==> config.mk <==
export PLATFORM = sky130hd
export DESIGN_NAME = gnrl_pipe_dfflr_flat
export DESIGN_NICKNAME = d
export VERILOG_FILES = /design/src/rtl/gnrl_pipe_dfflr_pkg.sv /design/src/rtl/gnrl_pipe_dfflr_if.sv /design/src/rtl/gnrl_pipe_dfflr_stage.sv /design/src/rtl/gnrl_pipe_dfflr.sv /design/src/flat_wrapper.sv
export SDC_FILE = /design/constraint.sdc
export NUM_CORES = 1
export LEC_CHECK = 0
export CORE_ASPECT_RATIO = 1.2
export CORE_MARGIN = 4
export CORE_UTILIZATION = 43
export DETAILED_ROUTE_END_ITERATION = 10
export PLACE_DENSITY = 0.82
export REMOVE_ABC_BUFFERS = 1
export SLEW_MARGIN = 20
export SYNTH_ARGS = -nofsm -noshare
export SYNTH_HDL_FRONTEND = slang
export SYNTH_SLANG_ARGS = --single-unit
==> constraint.sdc <==
create_clock -name clk -period 1.3 [get_ports clk]
set_input_delay 0.26 -clock clk [delete_from_list [all_inputs] [get_ports clk]]
set_output_delay 0.26 -clock clk [all_outputs]
set_load 0.05 [all_outputs]
==> src/rtl/gnrl_pipe_dfflr_pkg.sv <==
// ---------------------------------------------------------------------------
// gnrl_pipe_dfflr_pkg
// Shared helpers for the general pipeline register family:
//   pipe_clog2     - ceil(log2(n)) with a floor of 1, used to size count
//   pipe_depth_ok  - elaboration-time legality check for DEPTH
// ---------------------------------------------------------------------------
package gnrl_pipe_dfflr_pkg;

  // Returns the number of bits needed to hold the values 0..n-1.
  // A minimum of 1 bit is always returned.
  function automatic int pipe_clog2(input int n);
    int r;
    r = 0;
    for (int v = n - 1; v > 0; v = v >> 1) begin
      r = r + 1;
    end
    return (r < 1) ? 1 : r;
  endfunction

  // A pipeline with no stages has no output register to drive o_data.
  function automatic bit pipe_depth_ok(input int depth);
    return depth >= 1;
  endfunction

endpackage

==> src/rtl/gnrl_pipe_dfflr_if.sv <==
// ---------------------------------------------------------------------------
// gnrl_pipe_dfflr_if
// Valid/ready handshake bundle for the pipeline register.
//   i_valid/i_ready/i_data : upstream side (producer -> pipe)
//   o_valid/o_ready/o_data : downstream side (pipe -> consumer)
// Modports:
//   master - the environment around the pipe (drives i_valid/i_data/o_ready)
//   slave  - the pipe itself (drives i_ready/o_valid/o_data)
// ---------------------------------------------------------------------------
interface gnrl_pipe_dfflr_if #(
  parameter int DW = 32
);
  logic          i_valid;
  logic          i_ready;
  logic [DW-1:0] i_data;
  logic          o_valid;
  logic          o_ready;
  logic [DW-1:0] o_data;

  modport master (
    output i_valid,
    output i_data,
    output o_ready,
    input  i_ready,
    input  o_valid,
    input  o_data
  );

  modport slave (
    input  i_valid,
    input  i_data,
    input  o_ready,
    output i_ready,
    output o_valid,
    output o_data
  );
endinterface

==> src/rtl/gnrl_pipe_dfflr_stage.sv <==
// ---------------------------------------------------------------------------
// gnrl_pipe_dfflr_stage
// One pipeline stage: a valid flop plus a DW-bit data register with load
// enable. The data register is a dfflr (async reset to RST_VAL) when
// DATA_RST=1, or a plain dffl (no reset) when DATA_RST=0.
// Ports:
//   clk, rst_n : clock and async active-low reset
//   i_flush    : synchronous clear of the valid flop
//   i_adv      : this stage may take a new value this cycle
//   i_vld      : valid of the value offered to this stage
//   i_dat      : data offered to this stage
//   o_vld      : stage valid
//   o_dat      : stage data
// ---------------------------------------------------------------------------
module gnrl_pipe_dfflr_stage #(
  parameter int          DW       = 32,
  parameter bit          DATA_RST = 1'b1,
  parameter logic [DW-1:0] RST_VAL = {DW{1'b0}}
) (
  input  logic          clk,
  input  logic          rst_n,
  input  logic          i_flush,
  input  logic          i_adv,
  input  logic          i_vld,
  input  logic [DW-1:0] i_dat,
  output logic          o_vld,
  output logic [DW-1:0] o_dat
);

  logic          r_vld;
  logic [DW-1:0] r_dat;
  logic          w_dat_en;

  // Data only moves when a valid item actually lands here; bubbles do not
  // disturb the data register. Flush leaves data untouched.
  assign w_dat_en = i_adv & i_vld & ~i_flush;

  always_ff @(posedge clk or negedge rst_n) begin
    if (!rst_n) begin
      r_vld <= 1'b0;
    end else if (i_flush) begin
      r_vld <= 1'b0;
    end else if (i_adv) begin
      r_vld <= i_vld;
    end
  end

  generate
    if (DATA_RST) begin : g_dfflr
      always_ff @(posedge clk or negedge rst_n) begin
        if (!rst_n) begin
          r_dat <= RST_VAL;
        end else if (w_dat_en) begin
          r_dat <= i_dat;
        end
      end
    end else begin : g_dffl
      always_ff @(posedge clk) begin
        if (w_dat_en) begin
          r_dat <= i_dat;
        end
      end
    end
  endgenerate

  assign o_vld = r_vld;
  assign o_dat = r_dat;

endmodule

==> src/rtl/gnrl_pipe_dfflr.sv <==
// ---------------------------------------------------------------------------
// gnrl_pipe_dfflr
// DEPTH-stage pipeline register with valid/ready flow control, bubble
// collapsing, synchronous flush and an occupancy counter.
// Stage 0 is the input side; stage DEPTH-1 drives o_valid/o_data.
// Ports:
//   clk, rst_n : clock and async active-low reset
//   flush      : synchronous clear of every stage valid (and count)
//   bus        : handshake bundle (slave view), see gnrl_pipe_dfflr_if
//   count      : registered number of valid stages, 0..DEPTH
// ---------------------------------------------------------------------------
module gnrl_pipe_dfflr
  import gnrl_pipe_dfflr_pkg::*;
#(
  parameter int            DW       = 32,
  parameter int            DEPTH    = 2,
  parameter bit            DATA_RST = 1'b1,
  parameter logic [DW-1:0] RST_VAL  = {DW{1'b0}},
  localparam int           CW       = pipe_clog2(DEPTH + 1)
) (
  input  logic                  clk,
  input  logic                  rst_n,
  input  logic                  flush,
  gnrl_pipe_dfflr_if.slave      bus,
  output logic [CW-1:0]         count
);

  generate
    if (!pipe_depth_ok(DEPTH)) begin : g_depth_err
      $error("gnrl_pipe_dfflr: DEPTH must be >= 1");
    end
  endgenerate

  logic [DEPTH-1:0] w_vld;
  logic [DEPTH-1:0] w_adv;
  logic [DW-1:0]    w_dat [DEPTH];
  logic             w_full_tail;
  logic             w_in_fire;
  logic             w_out_fire;
  logic [CW-1:0]    r_count;

  // Advance chain, unrolled: stage k may advance if o_ready is high or any
  // stage from k to the output is empty. Walking from the output end with a
  // running AND keeps w_adv free of bit-to-bit feedback.
  always_comb begin
    w_adv       = '0;
    w_full_tail = 1'b1;
    for (int k = DEPTH - 1; k >= 0; k--) begin
      w_full_tail = w_full_tail & w_vld[k];
      w_adv[k]    = bus.o_ready | ~w_full_tail;
    end
  end

  genvar gk;
  generate
    for (gk = 0; gk < DEPTH; gk++) begin : g_stage
      logic          w_stg_vld;
      logic [DW-1:0] w_stg_dat;

      if (gk == 0) begin : g_head
        assign w_stg_vld = bus.i_valid;
        assign w_stg_dat = bus.i_data;
      end else begin : g_body
        assign w_stg_vld = w_vld[gk-1];
        assign w_stg_dat = w_dat[gk-1];
      end

      gnrl_pipe_dfflr_stage #(
        .DW       (DW),
        .DATA_RST (DATA_RST),
        .RST_VAL  (RST_VAL)
      ) u_stage (
        .clk     (clk),
        .rst_n   (rst_n),
        .i_flush (flush),
        .i_adv   (w_adv[gk]),
        .i_vld   (w_stg_vld),
        .i_dat   (w_stg_dat),
        .o_vld   (w_vld[gk]),
        .o_dat   (w_dat[gk])
      );
    end
  endgenerate

  assign w_in_fire  = bus.i_valid & w_adv[0];
  assign w_out_fire = w_vld[DEPTH-1] & bus.o_ready;

  // Occupancy tracks popcount(vld). Flush wins: anything accepted in the
  // flush cycle is dropped, and a pop in that cycle was already delivered.
  always_ff @(posedge clk or negedge rst_n) begin
    if (!rst_n) begin
      r_count <= '0;
    end else if (flush) begin
      r_count <= '0;
    end else begin
      case ({w_in_fire, w_out_fire})
        2'b10:   r_count <= r_count + CW'(1);
        2'b01:   r_count <= r_count - CW'(1);
        default: r_count <= r_count;
      endcase
    end
  end

  assign bus.i_ready = w_adv[0];
  assign bus.o_valid = w_vld[DEPTH-1];
  assign bus.o_data  = w_dat[DEPTH-1];
  assign count       = r_count;

endmodule

==> src/flat_wrapper.sv <==
// flat-port wrapper written by rule: the top's interface ports become plain ports
module gnrl_pipe_dfflr_flat import gnrl_pipe_dfflr_pkg::*;
#(
  parameter int            DW       = 32,
  parameter int            DEPTH    = 2,
  parameter bit            DATA_RST = 1'b1,
  parameter logic [DW-1:0] RST_VAL  = {DW{1'b0}},
  localparam int           CW       = pipe_clog2(DEPTH + 1)
)
  (clk, rst_n, flush, count, bus_i_valid, bus_i_data, bus_o_ready, bus_i_ready, bus_o_valid, bus_o_data);
  gnrl_pipe_dfflr_if #(.DW(DW)) bus_i ();
  input  logic clk;
  input  logic rst_n;
  input  logic flush;
  output logic [CW-1:0] count;
  input wire logic [$bits(bus_i.i_valid)-1:0] bus_i_valid;
  input wire logic [$bits(bus_i.i_data)-1:0] bus_i_data;
  input wire logic [$bits(bus_i.o_ready)-1:0] bus_o_ready;
  output wire logic [$bits(bus_i.i_ready)-1:0] bus_i_ready;
  output wire logic [$bits(bus_i.o_valid)-1:0] bus_o_valid;
  output wire logic [$bits(bus_i.o_data)-1:0] bus_o_data;
  assign bus_i.i_valid = bus_i_valid;
  assign bus_i.i_data = bus_i_data;
  assign bus_i.o_ready = bus_o_ready;
  assign bus_i_ready = bus_i.i_ready;
  assign bus_o_valid = bus_i.o_valid;
  assign bus_o_data = bus_i.o_data;
  gnrl_pipe_dfflr #(.DW(DW), .DEPTH(DEPTH), .DATA_RST(DATA_RST), .RST_VAL(RST_VAL)) u_core (.clk(clk), .rst_n(rst_n), .flush(flush), .bus(bus_i), .count(count));
endmodule
Word-level counts from Yosys, hierarchy flattened
Index checks and enable logic that the tools add are counted.

$add $sub $neg: 2. $mul: 0. Div/mod/pow operators: 0. Order comparisons: 0. Equality and inequality tests: 2. Shift-type cells: 0. Multiplexer cells: 6. Bitwise logic cells: 11. Reductions and logical operators: 3.

Operators with widths (number): AND 1 bit (6); two-way mux 1 bit (4); one-hot mux 2 bit (2 select lines) (1); nonzero test 2 bit (2); inverter 1 bit (3); nonzero test 3 bit (1); adder 2 x 1 -> 2 bit (second input constant) (1); == test 2 x 1 -> 1 bit (second input constant) (1); == test 2 bit (second input constant) (1); two-way mux 2 bit (1); bitwise OR 1 bit (2); subtractor 2 x 1 -> 2 bit (second input constant) (1).

Register bits after elaboration: 68. Latch bits: 0. Bits in writable memories: 0. Memory bits (read-only): 0. Memories: 0.

Longest topological paths before layout
Gate-level depths: netlist of the first run.

Depth after elaboration: 7. Depth in mapped cells: 4. Mapped depth without buffers: 3.

Modules after synthesis
From an unflattened synthesis of the first run, not the netlist that was laid out.

Cells, all modules: 157. Area, all modules: 2877.8 um2.

By module, submodules not included: gnrl_pipe_dfflr_stage (times used 2, cells an instance 71, area each 1366.3 um2, seq. area each 825.8 um2); gnrl_pipe_dfflr (times used 1, cells an instance 15, area each 145.1 um2, seq. area each 50.0 um2).

Worst setup path before layout of the first run
Ideal clock, no wire load.

Path type: register -> register. Start: register u_core.g_stage[1].u_stage.r_vld. End: register u_core.g_stage[0].u_stage.r_dat[10]. Arrival time: 1.835 ns. Required time: 1.175 ns. Slack: -0.660 ns. Stages on the path, launching flop included: 5. Period minus slack after synthesis: 1.960 ns. Cell sequence: dfrtp_1 > nand3b_2 > nand3b_4 > buf_6 > mux2_4.

Word-level cells in the longest chain between the ends: 5.

Ends and longest elaborated chain: start, declared (RTL line gnrl_pipe_dfflr_stage.sv:30) `logic r_vld;`; start signal, assigned (RTL line gnrl_pipe_dfflr_stage.sv:44) `r_vld <= i_vld;`; AND 1 bit (RTL line gnrl_pipe_dfflr.sv:49) `w_full_tail = w_full_tail & w_vld[k];`; inverter 1 bit (RTL line gnrl_pipe_dfflr.sv:50) `w_adv[k] = bus.o_ready | ~w_full_tail;`; bitwise OR 1 bit (RTL line gnrl_pipe_dfflr.sv:50); named net bus_i_ready (RTL line flat_wrapper.sv:19) `output wire logic [$bits(bus_i.i_ready)-1:0] bus_i_ready;`; AND 1 bit (2 in a row) (RTL line gnrl_pipe_dfflr_stage.sv:36) `assign w_dat_en = i_adv & i_vld & ~i_flush;`; end signal, assigned (RTL line gnrl_pipe_dfflr_stage.sv:54) `r_dat <= i_dat;`; end, declared (RTL line gnrl_pipe_dfflr_stage.sv:31) `logic [DW-1:0] r_dat;`.

The timed path passes the listed nets, and every way through them passes these cells. A chain may end at the register's enable or synchronous reset.

Worst setup path after layout of the first run
Start: register u_core.g_stage[1].u_stage.r_vld. End: register u_core.g_stage[1].u_stage.r_dat[1].

Word-level cells in the longest chain between the ends: 4.

Ends and longest elaborated chain (RTL line): inverter 1 bit (gnrl_pipe_dfflr.sv:50); bitwise OR 1 bit (gnrl_pipe_dfflr.sv:50); AND 1 bit (2 in a row) (gnrl_pipe_dfflr_stage.sv:36); end signal, assigned (gnrl_pipe_dfflr_stage.sv:54); end, declared (gnrl_pipe_dfflr_stage.sv:31).

Every way passes these cells.

==> results by group, run 1 <==
STA
  • Clk_skew: roughly 8.7 ps
  • Setup violations, final: 66
  • Worst-Margin Slew: 348 ps
  • Slew headroom: 0.768
  • Fin Setup TNS: -3100 ps
  • PnR worst setup slack: -69.1 ps
  • Tmin final: roughly 1400 ps
  • Max Clk Rate: 0.730 GHz
  • RSZ-0062 raised after global routing: yes
  • Final period util: 1.05
  • Fin. Hold Viols: 0
  • Slew Limit Fails: 0

Synthesis
  • Count leader, synth: dfrtp_1
  • Number of synthesized flops with an enable pin: 0
  • Yosys warns: 0
  • Syn Area/Cell: ~18 sq um
  • Most frequent cells after synthesis: 68 x dfrtp_1, 36 x mux2_2, 30 x mux2_4
  • Async S/R FF share, synth: 1.00
  • Netlist Area Pre-Place: 0.00276 sq mm
  • Predominant post-synthesis flop cell: dfrtp_1
  • Register area share after synthesis: 0.617
  • Cell accounting for the most synthesized area: dfrtp_1
  • Synth Instances: around 160
  • Post-synthesis register bit count: 68
  • Yosys cell types: 15
  • Post-synth top area share: 0.617
  • Top cells by area, synth: dfrtp_1 62%, mux2_4 16%, mux2_2 15%, buf_6 2.4%, nand3b_4 1.5%

Power and ir drop
  • IR drop worst, VDD: between 1 and 1.5 mV
  • Leakage dissipation: 2.02 nW
  • Seq pwr share: 0.365
  • Int Pwr: roughly 5.5 mW
  • NetSw: approximately 2.8 mW
  • Gate power share: 0.403
  • Clk pwr share: 0.232
  • Pwr Total: roughly 8.3 mW
  • PD cells: around 1900 mW/mm^2
  • Switching Share: 0.338

Setup path
  • Worst Reg-to-Reg Cells: 5
  • CP Capture Point: u_core.g_stage[1].u_stage.o_dat[1]$_DFFE_PN0P_
  • Worst path max stage delay: slightly above 400 ps
  • Setup CP Type: reg2reg
  • Crit Path Max Fanout: 18
  • CP Capture Type: register
  • CP cell instances: buf_4 > nand2b_2 > nand3b_4 > buf_12 > mux2_2
  • CP max stage cell: dfrtp_2
  • Reg2reg end: u_core.g_stage[1].u_stage.o_dat[1]$_DFFE_PN0P_
  • WP data required: 1520 ps
  • Startpoint types: register
  • Critical path buffer and inverter count: 2
  • Setup crit start: u_core.g_stage[1].u_stage.o_vld$_DFFE_PN0P_
  • Largest delay contributor family on the critical path: flip-flops
  • Flop2flop setup slack: -70 ps
  • CP arrival: between 1500 and 2000 ps
  • Critical path depth: 5
  • Reg-to-Reg Start: u_core.g_stage[1].u_stage.o_vld$_DFFE_PN0P_

Finish
  • Layout area overhead: 56.3%
  • Ant diodes: 0
  • Finished Core Util: 0.704
  • # nets final: ~290
  • Share of layout cells above drive strength 1: 0.557
  • Multi-input combinational cell area: 1000 sq um
  • Seq. cell area: roughly 0.0017 sq mm
  • Filler cells: 419

Placed design
  • IO Port Bufs: between 70 and 80
  • GPL Wtd Cong: 0.669
  • Detail Placement HPWL: 4000 um

Floorplanning
  • Die X: between 80 and 90 um
  • Std-Cell Rows: 31
  • Top-level I/O count: 73
  • Die ar.: 0.00777 sq mm
  • Height of the die: between 90 and 100 um
  • Initial Util: 0.450
  • Core ar.: 0.00613 sq mm

Clock tree
  • CTS root buffer: clkbuf_8
  • Clock Tree Buf Depth: 2
  • Clock Pin Slew Worst Setup and Hold Paths: ~70 ps
  • CTS sink count: 68
  • CTS tree: built
  • CTS buffer count: 9
  • Clock latency on the worst-skew pair: approximately 340 ps
  • Htree depth: 3

Status
  • Status: complete, but fails checks
  • Failing checks: negative setup slack

Detailed routing
  • DRT iter0 DRCs: 87
  • DR WL/cell: between 15 and 20 um
  • Vias post-DR: 1598
  • DRT Pass-1 Iters: 4
  • Antenna-violating nets left: 0
  • Vias per cell: between 4 and 5
  • Drt drc: 0
  • DRT Wirelength: 5400 um

Global route
  • All-Layer GR Usage: 0.154
  • Initial antenna violation count: 0
  • First-pass GRT wire length: between 8000 and 9000 um
  • Number of global-route vias before repair: ~1800
  • Largest net degree at the start of global routing: 37
  • Grt ovf: 0

Worst hold path
  • Tightest Hold Check Type: in2async

Flow run
  • Max-Cap Viols: 0
[layer usage]
| metal | global-route usage | part of all wire | vias to the layer above | wire [um] |
|---|---|---|---|---|
| met5 | 0 | 0 | - | 0 |
| met4 | 0.0592 | 0.012 | 0 | 63 |
| met3 | 0.0459 | 0.058 | 5 | 312 |
| met2 | 0.255 | 0.53 | 48 | 2850 |
| met1 | 0.189 | 0.40 | 807 | 2170 |
| li1 | - | - | 738 | - |
[worst reg2reg max path, delay by kind of cell (launching register included)]
family	cells	cell delay [ps]
multiplexers	1	350
buffers and inverters	2	310
flip-flops	1	410
AND/OR/NAND/NOR	2	190
[repair_timing]
item | in CTS | in global routing
endpoints found under the setup margin | 67 | 69
setup buffers | 3 | 0
hold endpoints to repair | 23 | 0
resized for setup | 9 | 3
gates cloned | 0 | 0
pin swaps | 1 | 0
hold buffers | 1 | 0
[cell usage in the layout (no fill, tap or decap), types with 3 or more instances in the layout]
master	count
dfrtp_1	66
buf_12	41
mux2_2	35
clkdlybuf4s50_1	33
mux2_4	31
clkbuf_8	9
buf_4	7
buf_6	4
nand3b_4	3
clkinv_4	3
[through the flow]
step	instances	hold slack (ps)	cell area (sq um)	setup WS (ps)
6_report	337	376	4310	-69.1
5_1_grt	337	389	4310	-125
4_1_cts	337	378	4300	-91.0
3_5_place_dp	317	189	4030	-476
3_3_place_gp	317	183	4030	-434
2_1_floorplan	151	-35.6	2690	-859
[area by class of cell]
cell class | instances | share of cell area
Clock buffer | 9 | 0.0287
Sequential cell | 68 | 0.395
Clock inverter | 7 | 0.0232
Timing Repair Buffer | 88 | 0.296
Tap cell | 82 | 0.0238
Multi-Input combinational cell | 81 | 0.232
Inverter | 2 | 0.00174
[cells by family after synthesis]
group / count (synthesis) / share of synthesized area
compound gates: 5 / 0.00952
buf+inv: 8 / 0.0272
flops: 68 / 0.616
mux: 66 / 0.310
simple gates: 10 / 0.0367
[worst min path at each step]
| stage | from | to | cells after the start |
|---|---|---|---|
| floorplan | rst_n | u_core.count[0]$_DFFE_PN0P_ | 0 |
| global placement | rst_n | u_core.g_stage[1].u_stage.o_vld$_DFFE_PN0P_ | 1 |
| detailed placement | rst_n | u_core.g_stage[1].u_stage.o_vld$_DFFE_PN0P_ | 1 |
| CTS | rst_n | u_core.g_stage[1].u_stage.o_dat[7]$_DFFE_PN0P_ | 2 |
| global route | rst_n | u_core.g_stage[1].u_stage.o_dat[22]$_DFFE_PN0P_ | 2 |
| finish | rst_n | u_core.count[0]$_DFFE_PN0P_ | 2 |
[sequential cells by signal (all words and copies together), names as in the netlist]
signal and flops:
u_core.g_stage.u_stage.o_vld 2, u_core.count 2, u_core.g_stage.u_stage.o_dat 64
[power groups by stage]
stage	clock, mW	sequential [mW]	combinational [mW]
2_1_floorplan	0	3.95	0.579
3_3_place_gp	0	3.04	3.29
3_5_place_dp	0	3.06	3.35
4_1_cts	1.96	3.03	3.37
5_1_grt	2.09	3.09	3.45
6_report	1.92	3.02	3.33
Note: power is estimated with default switching activity, not from simulation.
==> inputs of run 2 (changes only) <==
==> constraint.sdc (replaced) <==
create_clock -name clk -period 1.3 [get_ports clk]
set_input_delay 0.195 -clock clk [delete_from_list [all_inputs] [get_ports clk]]
set_output_delay 0.195 -clock clk [all_outputs]
set_load 0.05 [all_outputs]
==> results by group, run 2 (synthesis results as in run 1) <==
Clock tree
  • Clock Pin Slew Worst Setup and Hold Paths: 70 ps (about the same)
  • CTS root buffer: clkbuf_8
  • Clock Tree Buf Depth: 2 (unchanged)
  • CTS sink count: 68 (unchanged)
  • Clock latency on the worst-skew pair: 330 ps (about the same)
  • CTS tree: built
  • Htree depth: 3 (unchanged)
  • CTS buffer count: 9 (unchanged)

Finish
  • Finished Core Util: 0.715 (+0.0114)
  • Most common cell after layout, fill and taps aside: dfrtp_1
  • # nets final: 287 (unchanged)
  • Max reg flops: 64 (unchanged)
  • Most frequent cells in the layout: 66 x dfrtp_1, 41 x buf_12, 36 x mux2_2, 34 x clkdlybuf4s50_1, 30 x mux2_4
  • Share of layout cells above drive strength 1: 0.553 (-0.00392)
  • Layout area overhead: 58.8%
  • Ant diodes: 0 (unchanged)

STA
  • Slew Limit Fails: 0 (unchanged)
  • Tmin final: 1350 ps (-18.1 ps)
  • Final period util: 1.04 (-0.0139)
  • Setup violations, final: 60 (-9.1%)
  • RSZ-0062 raised after global routing: yes
  • Worst hold slack: 293 ps (-82.6 ps)
  • Worst-Margin Slew: 293 ps (-54.6 ps)
  • Max Clk Rate: 0.740 GHz (+1.3%)
  • Slew headroom: 0.804 (+0.0364)
  • PnR worst setup slack: -51.0 ps (+18.1 ps)
  • Clk_skew: 9.02 ps (+0.292 ps)
  • Fin. Hold Viols: 0 (unchanged)

Setup path
  • WP data required: 1520 ps (about the same)
  • CP Capture Type: register
  • Reg-to-Reg Start: u_core.g_stage[1].u_stage.o_vld$_DFFE_PN0P_
  • Setup CP Type: in2reg
  • CP cell instances: clkdlybuf4s50_1 > nand2b_2 > nand3b_4 > buf_12 > mux2_2
  • Worst Reg-to-Reg Cells: 4 (-1)
  • CP arrival: 1570 ps (-20 ps)
  • Flop2flop setup slack: -50 ps (+20 ps)
  • Worst path max stage delay: 460 ps (+50 ps)
  • Startpoint types: input pin
  • Reg2reg end: u_core.g_stage[0].u_stage.o_dat[21]$_DFFE_PN0P_
  • CP max stage cell: clkdlybuf4s50_1
  • Crit Path Max Fanout: 14 (-4)

Floorplanning
  • Std-Cell Rows: 31 (unchanged)
  • Die X: 81.1 um (unchanged)
  • Core ar.: 0.00613 sq mm (unchanged)
  • Height of the die: 95.8 um (unchanged)
  • Die ar.: 0.00777 sq mm (unchanged)
  • Initial Util: 0.450 (unchanged)
  • Top-level I/O count: 73 (unchanged)

Power and ir drop
  • PD cells: 1970 mW/mm^2 (+2.5%)
  • IR drop worst, VDD: 0.990 mV (-23%)
  • Pwr Total: 8.62 mW (+4.1%)
  • Leakage dissipation: 2.06 nW (+1.8%)

Global route
  • Number of global-route vias before repair: 1799 (+1.0%)
  • Grt ovf: 0 (unchanged)
  • First-pass GRT wire length: 8690 um (-2.0%)
  • All-Layer GR Usage: 0.151 (-0.00253)
  • Largest net degree at the start of global routing: 37 (unchanged)
  • Initial antenna violation count: 0 (unchanged)

Placed design
  • Detail Placement HPWL: 3890 um (-2.8%)
  • Worst slack, placed: -385 ps (+90.5 ps)
  • IO Port Bufs: 72 (unchanged)
  • GPL Wtd Cong: 0.670 (+0.15%)

Detailed routing
  • DRT Pass-1 Iters: 4 (unchanged)
  • Vias post-DR: 1628 (+1.9%)
  • DRT Wirelength: 5520 um (+2.3%)
  • DRT iter0 DRCs: 65 (-25%)
  • Vias per cell: 4.83 (+1.9%)
  • Antenna-violating nets left: 0 (unchanged)
  • Drt drc: 0 (unchanged)
  • DR WL/cell: 16.4 um (+2.3%)

Flow run
  • Max-Cap Viols: 0 (unchanged)

Status
  • Status: complete, but fails checks
  • Failing checks: negative setup slack

Worst hold path
  • Tightest Hold Check Type: in2async
==> run 2: layout make-up <==
type                            count  area, sq um
Fill cell                         422         1740
Sequential cell                    68         1700
Timing Repair Buffer               88         1320
Multi-Input combinational cell     81          992
Clock inverter                      7          139
Clock buffer                        9          124
Tap cell                           82          103
Inverter                            2         7.51
==> run 2: metal layers <==
metal	vias to the layer above	GRT usage	share of wire
li1	738	-	-
met1	829	0.183	0.41
met2	51	0.257	0.52
met3	10	0.0356	0.052
met4	0	0.0676	0.015
met5	-	0	0
==> run 2: timing repair <==
action / CTS / global route
setup buffers: 1 / 0
hold buffers: 1 / 0
gates resized for setup: 6 / 2
cloned: 1 / 1
hold endpoints to repair: 20 / 0
pin swaps: 0 / 1
setup endpoints to repair: 65 / 66
==> run 2: worst max-delay path: cells and delay by family <==
kind / cells / cell delay, ps
simple gates: 2 / 390
mux: 1 / 340
buf+inv: 2 / 620
==> run 2: worst max path at each step <==
stage / to / depth (start not counted) / from / slack [ps]
3_5_place_dp: u_core.g_stage[0].u_stage.o_dat[21]$_DFFE_PN0P_ / 5 / bus_o_ready / -390
5_1_grt: bus_i_ready / 3 / u_core.g_stage[1].u_stage.o_vld$_DFFE_PN0P_ / -90
6_report: u_core.g_stage[1].u_stage.o_dat[12]$_DFFE_PN0P_ / 5 / bus_o_ready / -50
2_1_floorplan: u_core.g_stage[0].u_stage.o_dat[0]$_DFFE_PN0P_ / 3 / u_core.g_stage[1].u_stage.o_vld$_DFFE_PN0P_ / -860
3_3_place_gp: u_core.g_stage[0].u_stage.o_dat[0]$_DFFE_PN0P_ / 5 / bus_o_ready / -370
4_1_cts: bus_i_ready / 3 / u_core.g_stage[1].u_stage.o_vld$_DFFE_PN0P_ / -60
==> run 2: metrics by stage <==
stage,TNS (ps),cells,area [sq um]
floorplan,-36910,151,2690
global placement,-21560,317,4030
detailed placement,-23020,317,4030
CTS,-769,336,4350
global route,-3860,337,4380
finish,-1560,337,4380
==> run 2: report_power, final <==
part,internal [mW],total (mW),leakage (nW),switching (mW)
logic,1.81,3.34,1.12,1.53
clock network,1.46,2.26,0.133,0.793
registers,2.59,3.03,0.807,0.438
==> inputs of run 3 (changes only) <==
- CORE_ASPECT_RATIO: 1.2 -> default
- PLACE_DENSITY: 0.82 -> 0.75
==> results by group, run 3 (synthesis results as in run 1) <==
Setup path
  • CP max stage cell: dfrtp_1
  • Setup CP Type: reg2out
  • Startpoint types: register
  • Critical path buffer and inverter count: 2 (unchanged)
  • WP data required: 1110 ps (-410 ps)
  • Crit Path Max Fanout: 3 (-11)
  • CP cell instances: nand3b_4 > buf_6 > buf_12
  • Largest delay contributor family on the critical path: flip-flops
  • CP Capture Type: primary output
  • CP arrival: 1160 ps (-410 ps)
  • Worst path max stage delay: 430 ps (-30 ps)

STA
  • Setup violations, final: 35 (-42%)
  • Final period util: 1.04 (about the same)
  • Slew headroom: 0.763 (-0.0417)
  • Worst-Margin Slew: 356 ps (+62.5 ps)
  • Clk_skew: 9.64 ps (+0.616 ps)
  • Slew Limit Fails: 0 (unchanged)
  • Tmin final: 1350 ps (-0.945 ps)
  • RSZ-0062 raised after global routing: yes
  • Fin. Hold Viols: 0 (unchanged)
  • Max Clk Rate: 0.741 GHz (about the same)
  • PnR worst setup slack: -50.1 ps (+0.945 ps)

Finish
  • Layout area overhead: 57.0%
  • Most common cell after layout, fill and taps aside: dfrtp_1
  • Non-Filler Instances: 331 (-1.8%)
  • Most frequent cells in the layout: 67 x dfrtp_1, 41 x buf_12, 35 x clkdlybuf4s50_1, 34 x mux2_4, 32 x mux2_2
  • Ant diodes: 0 (unchanged)
  • # nets final: 288 (+0.35%)
  • Max reg flops: 64 (unchanged)
  • Share of layout cells above drive strength 1: 0.551 (-0.00216)
  • Filler cells: 389 (-7.8%)

Clock tree
  • CTS sink count: 68 (unchanged)
  • CTS root buffer: clkbuf_8
  • CTS buffer count: 9 (unchanged)
  • CTS tree: built
  • Clock Pin Slew Worst Setup and Hold Paths: 80 ps (about the same)
  • Clock Tree Buf Depth: 2 (unchanged)
  • Clock latency on the worst-skew pair: 340 ps (about the same)
  • Htree depth: 3 (unchanged)

Detailed routing
  • Drt drc: 0 (unchanged)
  • DRT Wirelength: 5830 um (+5.6%)
  • DRT Pass-1 Iters: 4 (unchanged)
  • Antenna-violating nets left: 0 (unchanged)
  • DR WL/cell: 17.6 um (+7.5%)
  • DRT iter0 DRCs: 48 (-26%)
  • Vias per cell: 4.89 (+1.2%)
  • Vias post-DR: 1619 (-0.55%)

Floorplanning
  • Core ar.: 0.00606 sq mm (-1.1%)
  • Std-Cell Rows: 28 (-9.7%)
  • Die X: 88.1 um (+8.6%)
  • Height of the die: 88.1 um (-8.0%)
  • Top-level I/O count: 73 (unchanged)
  • Die ar.: 0.00777 sq mm (about the same)
  • Initial Util: 0.455 (+0.00502)

Placed design
  • IO Port Bufs: 72 (unchanged)
  • Inst Count DP: 311 (-1.9%)
  • GPL Wtd Cong: 0.770 (+15%)
  • Detail Placement HPWL: 3880 um (-0.20%)

Power and ir drop
  • IR drop worst, VDD: 1.30 mV (+31%)
  • PD cells: 1920 mW/mm^2 (-2.3%)
  • Leakage dissipation: 2.04 nW (-1.0%)
  • Pwr Total: 8.33 mW (-3.4%)

Status
  • Failing checks: negative setup slack
  • Status: complete, but fails checks

Global route
  • Number of global-route vias before repair: 1816 (+0.94%)
  • All-Layer GR Usage: 0.160 (+0.00895)
  • Initial antenna violation count: 0 (unchanged)
  • First-pass GRT wire length: 9170 um (+5.6%)
  • Grt ovf: 0 (unchanged)
  • Largest net degree at the start of global routing: 69 (+86%)

Flow run
  • Max-Cap Viols: 0 (unchanged)

Worst hold path
  • Tightest Hold Check Type: in2async
-- run 3: changes by cell type in the layout (fill, tap and decap cells not counted), sizes merged --
cell           previous run  this run
clkinvlp                  0         2
buf                      51        52
dlymetal6s2s              1         0
bufinv                    4         2
clkdlybuf4s50            34        35
-- run 3: worst min-delay path, cell delays in order --
cell	delay [ps]
dlygate4sd3_1	520
buf_2	120
buf_12	300
-- run 3: final timing paths --
check                                                          startpoint                                         endpoint  slack [ps]  cells after the start
max in group asynchronous                                           rst_n      u_core.g_stage[1].u_stage.o_vld$_DFFE_PN0P_         600                      3
min in group clk                                            bus_i_data[3]   u_core.g_stage[0].u_stage.o_dat[3]$_DFFE_PN0P_         470                      2
setup reg to reg              u_core.g_stage[0].u_stage.o_vld$_DFFE_PN0P_  u_core.g_stage[1].u_stage.o_dat[15]$_DFFE_PN0P_         -30                      4
setup / recovery              u_core.g_stage[0].u_stage.o_vld$_DFFE_PN0P_                                      bus_i_ready         -50                      3
hold / removal                                                      rst_n  u_core.g_stage[1].u_stage.o_dat[21]$_DFFE_PN0P_         380                      3
hold reg to reg            u_core.g_stage[0].u_stage.o_dat[3]$_DFFE_PN0P_   u_core.g_stage[0].u_stage.o_dat[3]$_DFFE_PN0P_         510                      1
-- run 3: cell type report --
class,instances,area [sq um],area share
inverter,2,7.51,0.00173
timing repair buffer,89,1300,0.299
sequential,68,1700,0.393
tap,75,93.8,0.0217
clock buffer,9,124,0.0286
multi-input combinational,81,1010,0.232
clock inverter,7,101,0.0234
-- run 3: routing by layer --
layer,vias to the layer above,GRT usage,share of wire
li1,743,-,-
met1,810,0.186,0.40
met2,57,0.261,0.50
met3,9,0.0724,0.084
met4,0,0.0632,0.016
met5,-,0,0
-- run 3: what timing repair did --
action | 4_1_cts | 5_1_grt
setup buffers | 1 | 0
endpoints found under the setup margin | 55 | 63
endpoints found under the hold margin | 68 | 0
hold buffers | 1 | 0
pin swaps | 0 | 0
gates cloned | 0 | 2
resized for setup | 7 | 1
-- run 3: through the flow --
stage | area [sq um] | worst slack [ps] | hold WS, ps | utilization | setup TNS (ps)
floorplan | 2690 | -859 | -101 | - | -36910
global placement | 4020 | -378 | 243 | 0.664 | -22670
detailed placement | 4020 | -416 | 244 | 0.664 | -23870
CTS | 4290 | -71.6 | 396 | 0.709 | -709
global route | 4330 | -108 | 417 | 0.715 | -3030
finish | 4330 | -50.1 | 381 | 0.715 | -459
-- run 3: power breakdown --
part / switching, mW / internal [mW] / leakage [nW]
registers: 0.442 / 2.59 / 0.809
clock network: 0.836 / 1.09 / 0.106
logic: 1.55 / 1.82 / 1.12
